`config.mk`:
```
export PLATFORM = sky130hd
export DESIGN_NAME = program_loader
export DESIGN_NICKNAME = d
export VERILOG_FILES = /design/src/rtl/program_loader.sv
export SDC_FILE = /design/constraint.sdc
export NUM_CORES = 1
export LEC_CHECK = 0
export ABC_AREA = 0
export BUFFER_PORTS_ARGS = -buffer_cell sky130_fd_sc_hd__buf_2
export CORE_ASPECT_RATIO = 1.1
export CORE_MARGIN = 5
export CORE_UTILIZATION = 55
export CTS_BUF_LIST = sky130_fd_sc_hd__clkbuf_4 sky130_fd_sc_hd__clkbuf_8
export CTS_CLUSTER_SIZE = 24
export DETAILED_ROUTE_END_ITERATION = 16
export MAX_ROUTING_LAYER = met4
export PLACE_DENSITY_LB_ADDON = 0.15
export SLEW_MARGIN = 5
export SYNTH_ARGS = -nofsm -noshare
export SYNTH_HDL_FRONTEND = slang
export SYNTH_SLANG_ARGS = --single-unit
```
`constraint.sdc`:
```
create_clock -name clk -period 2.1 [get_ports clk]
set_input_delay 0.105 -clock clk [delete_from_list [all_inputs] [get_ports clk]]
set_output_delay 0.105 -clock clk [all_outputs]
set_load 0.02 [all_outputs]
```
`src/rtl/program_loader.sv`:
```
// Boot loader: framed byte stream (SYNC, N, N*BPW payload bytes, XOR CHK) -> program memory writes.
// Latency: write strobe the cycle after a word's last byte is accepted; cpu_rst drops on the edge accepting a good CHK.
// Backpressure: byte_ready is low only during the single WRITE cycle; the pending upstream byte is held there.
//
// Ports:
//   clk, rst                 system clock, synchronous active-high reset
//   byte_valid/_data/_ready  upstream byte stream with valid/ready handshake
//   program_write/_addr/_cmd one-cycle program-memory write strobe, address and command word
//   cpu_rst                  holds the core in reset until a frame verifies
//   load_done, load_error    outcome of the most recent frame
module program_loader #(
    parameter int         ADDR = 8,
    parameter int         CODE = 4,
    parameter int         WORD = ADDR + CODE,
    parameter logic [7:0] SYNC = 8'hA5
) (
    input  logic            clk,
    input  logic            rst,
    input  logic            byte_valid,
    input  logic [7:0]      byte_data,
    output logic            byte_ready,
    output logic            program_write,
    output logic [ADDR-1:0] program_addr,
    output logic [WORD-1:0] program_cmd,
    output logic            cpu_rst,
    output logic            load_done,
    output logic            load_error
);

    localparam int BPW  = (WORD + 7) / 8;
    localparam int SHW  = BPW * 8;
    localparam int IDXW = (BPW > 1) ? $clog2(BPW) : 1;
    // Largest word count that fits in memory; an 8-bit N can never exceed 256.
    localparam int MAX_WORDS = (ADDR < 8) ? (1 << ADDR) : 256;

    typedef enum logic [2:0] {
        IDLE,
        COUNT,
        DATA,
        WRITE,
        CHECK,
        DONE,
        ERROR
    } state_t;

    state_t          state_q, state_d;
    logic [ADDR-1:0] addr_d;
    logic [SHW-1:0]  shift_q, shift_d;
    logic [7:0]      words_q, words_d;
    logic [IDXW-1:0] idx_q, idx_d;
    logic [7:0]      acc_q, acc_d;
    logic            cpu_rst_d, done_d, err_d;
    logic            accept;

    assign byte_ready    = (state_q != WRITE);
    assign program_write = (state_q == WRITE);
    assign accept        = byte_valid && byte_ready;
    // Big-endian assembly: the last byte shifted in lands in the low bits.
    assign program_cmd   = shift_q[WORD-1:0];

    always_ff @(posedge clk) begin
        if (rst) begin
            state_q      <= IDLE;
            program_addr <= '0;
            shift_q      <= '0;
            words_q      <= '0;
            idx_q        <= '0;
            acc_q        <= '0;
            cpu_rst      <= 1'b1;
            load_done    <= 1'b0;
            load_error   <= 1'b0;
        end else begin
            state_q      <= state_d;
            program_addr <= addr_d;
            shift_q      <= shift_d;
            words_q      <= words_d;
            idx_q        <= idx_d;
            acc_q        <= acc_d;
            cpu_rst      <= cpu_rst_d;
            load_done    <= done_d;
            load_error   <= err_d;
        end
    end

    always_comb begin
        state_d   = state_q;
        addr_d    = program_addr;
        shift_d   = shift_q;
        words_d   = words_q;
        idx_d     = idx_q;
        acc_d     = acc_q;
        cpu_rst_d = cpu_rst;
        done_d    = load_done;
        err_d     = load_error;

        case (state_q)
            IDLE, DONE, ERROR: begin
                // Only SYNC opens a frame; anything else is consumed and dropped.
                if (accept && byte_data == SYNC) begin
                    state_d   = COUNT;
                    done_d    = 1'b0;
                    err_d     = 1'b0;
                    acc_d     = '0;
                    cpu_rst_d = 1'b1;
                end
            end
            COUNT: begin
                if (accept) begin
                    words_d = byte_data;
                    addr_d  = '0;
                    idx_d   = '0;
                    acc_d   = acc_q ^ byte_data;
                    if (byte_data == 8'd0) begin
                        state_d = CHECK;
                    end else if (int'(byte_data) > MAX_WORDS) begin
                        state_d = ERROR;
                        err_d   = 1'b1;
                    end else begin
                        state_d = DATA;
                    end
                end
            end
            DATA: begin
                if (accept) begin
                    shift_d = (shift_q << 8) | SHW'(byte_data);
                    acc_d   = acc_q ^ byte_data;
                    if (idx_q == IDXW'(BPW - 1)) begin
                        idx_d   = '0;
                        state_d = WRITE;
                    end else begin
                        idx_d = idx_q + 1'b1;
                    end
                end
            end
            WRITE: begin
                // Address wraps naturally at ADDR bits.
                addr_d  = program_addr + 1'b1;
                words_d = words_q - 8'd1;
                state_d = (words_q == 8'd1) ? CHECK : DATA;
            end
            CHECK: begin
                if (accept) begin
                    if (byte_data == acc_q) begin
                        state_d   = DONE;
                        done_d    = 1'b1;
                        cpu_rst_d = 1'b0;
                    end else begin
                        state_d = ERROR;
                        err_d   = 1'b1;
                    end
                end
            end
            default: state_d = IDLE;
        endcase
    end

endmodule

```
==> impl_metrics.tcl <==
set metrics [dict create \
    grt_pass1_wl_mm 8.804 \
    final-seq-area_um2 860.8 \
    hp-class "input pin to flop" \
    drive_gt1_share_pct 20.75 \
    cts_hold_buf 0 \
    start_kind "flop" \
    placed_cells 362 \
    yosysUniqueCellTypes 52 \
    n_antenna_cell 0 \
    grt_usage_pct 20.31 \
    top_usage_layer "met2" \
    cts_tree "built" \
    maxSlewHeadroom_pct 63.49 \
    die_area_um2 5400 \
    grt_util_met3_pct 3.958 \
    htreeDepth 2 \
    post-cts-setup-buffers 0 \
    p_leak_nw 1.033 \
    first_pass_iters 4 \
    grt_pass1_vias 1942 \
    numCtsBuffers 5 \
    place.gp.congestion 0.8621 \
    wl_mm 5.272 \
    die_w_um 70.52 \
    clockBufferDepth 2 \
    syn-num-nets 293 \
    setup_viol 0 \
    worstPathMaxFanout 8 \
    vias 2095 \
    drt_iter0_markers 118 \
    layout_min_cycle_time_ps 1892 \
    cp_data_arrival_time_ps 2080 \
    ys_seq_area_share_pct 38.85 \
    ys.flop_type "dfxtp_1" \
    cap_viol_max_count 0 \
    multi_input_area_um2 1252 \
    skew_ps 10.62 \
    ir_drop_uv 370.8 \
    viasPerCell 5.662 \
    drc 0 \
    path_clk_slew_ps 90 \
    critical_path.max_stage_delay_ps 460 \
    status "finished clean" \
    syn2layout_area_growth_pct 17.22 \
    final_antenna_net_count 0 \
    netlist_area_um2 2216 \
    cp_data_required_time_ps 2290 \
    crit_type "flop to flop" \
    die_h_um 76.57 \
    fin_nets 331 \
    root_buffer "clkbuf_8" \
    worstPathCellList "or3b_1, or3b_1, or3_1, o31a_1" \
    rsz0062_at_grt "no" \
    cts_sinks 43 \
    dp_hpwl_mm 3.748 \
    tightest_slew_ps 542.7 \
    n_fill_cell 355 \
    max_freq_ghz 0.5284 \
    cp_common_cell "or3b_1" \
    core_area_um2 3934 \
    io_pins 36 \
    fp-row-count 24 \
    ys_ff_latch 43 \
    start_util_pct 56.33 \
    synth_warnings 0 \
    grt_max_degree 33 \
    synthArstFlopShare_pct 0 \
    tns_ps 0 \
    post_drt_wl_per_cell_um 14.25 \
    hold_viol 0 \
    synthCells 279 \
    cpMaxStageDelayCell "dfxtp_1" \
    insertion_delay_ps 290 \
    antenna_found_initial 0 \
    grtUsageMet1_pct 25.71 \
    synth-edff-count 0 \
    grt_use_met2_pct 32.49 \
    finalMaxSlewViolations 0 \
    timing.final.crit_share_pct 90.12 \
    powerDensity_nw_per_um2 596.4 \
    finalNonFillerCells 370 \
    cts_resized 0 \
    portBuffers 35 \
    grt_overflow_total 0 \
    synth.avg_cell_area_um2 7.942 \
    crit_path_end_kind "flop" \
]
==> Yosys cell counts (all sizes together), types with 2 or more instances <==
master    n  area, um^2
a21oi    20       103.9
nor4      4       25.02
nand2    39       146.4
clkbuf   11       41.29
xor2      2       17.52
inv       9       33.78
nor3      5       36.29
a2bb2oi   2       17.52
mux2i     2       20.02
o211ai    2       15.01
nor2b     3       18.77
nor2     31       116.4
a211oi    4       30.03
mux2      2       22.52
xnor2    10       87.58
nand3b    3       22.52
buf       6       27.53
or3b      2       17.52
or3       5       31.28
o31ai    11       87.58
nand2b    9       56.30
dfxtp    43       860.8
o22ai     3       18.77
a31oi     4       25.02
nand4     2       12.51
o21ai    14       70.07
ha        3       37.54
nand3     8       40.04
a221oi    2       17.52
==> flip-flops by register name, summed over array words and instances (netlist names) <==
signal / count
load_error: 1
load_done: 1
idx_q: 1
shift_q: 12
acc_q: 8
program_addr: 8
words_q: 8
cpu_rst: 1
state_q: 3
==> worst max-delay path: cells and delay by family, from the launching register on <==
kind	cells	cell delay, ps
AO/OA/AOI/OAI	1	110
AND/OR/NAND/NOR	3	1220
flip-flops	1	460
==> logic make-up after synthesis <==
logic type / synth area share, %
and+or+nand+nor: 25.86
buffers and inverters: 4.630
DFF: 38.85
adders and majority gates: 2.146
muxes: 1.920
AOI/OAI and AO/OA: 21.85
xor gates and xnor gates: 4.743
==> report_power, final <==
part / internal (mW) / switching (mW)
combinational: 0.0307 / 0.0582
clock: 0.354 / 0.288
sequential: 0.816 / 0.00178
==> routing by layer <==
layer / share of wire (%) / up-vias
li1: - / 1057
met1: 46 / 971
met2: 48 / 60
met3: 4.8 / 7
met4: 1.1 / 0
met5: 0 / -
==> layout make-up <==
class,count,area share (%)
Clock buffer,5,2.649
Clock inverter,3,1.686
Inverter,9,1.301
Multi-Input combinational cell,210,48.22
Sequential cell,43,33.14
Tap cell,52,2.505
Timing Repair Buffer,48,10.50
==> placed cells by master, fill, tap and decap left out, types with 2 or more instances in the layout <==
cell type  count
a211oi_1       4
a21oi_1       19
a221oi_1       2
a2bb2oi_1      2
a31oi_1        4
buf_2         35
buf_4         13
clkbuf_8       5
dfxtp_1       43
ha_1           3
inv_1          8
mux2_2         2
mux2i_1        2
nand2_1       39
nand2b_1       9
nand3_1        8
nand3b_1       3
nand4_1        2
nor2_1        31
nor2b_1        3
nor3_1         4
nor4_1         4
o211ai_1       2
o21ai_0       14
o22ai_1        3
o31ai_1       10
or3_1          5
or3b_1         2
xnor2_1       10
xor2_1         2
==> final timing paths <==
check,startpoint,endpoint,slack (ps),cells past startpoint
min,byte_data[4],shift_q[4],110,3
max,state_q[2],cpu_rst,210,4
max reg2reg,state_q[2],cpu_rst,210,4
min reg2reg,shift_q[10],shift_q[10],450,2
==> metrics by stage <==
stage                     setup WS (ps)  cell area (um^2)  power (mW)  utilization [%]  hold slack [ps]
after CTS                         213.2              2597       1.560            66.03            106.8
after global placement            248.1              2485      0.9251            63.17            413.8
after floorplan                   363.5              2216      0.8889                -            241.0
after global routing              114.0              2597       1.611            66.03            116.1
after detailed placement          213.4              2485      0.9252            63.17            421.9
final                             207.6              2597       1.549            66.03            108.7
(Power assumes the default switching activity.)
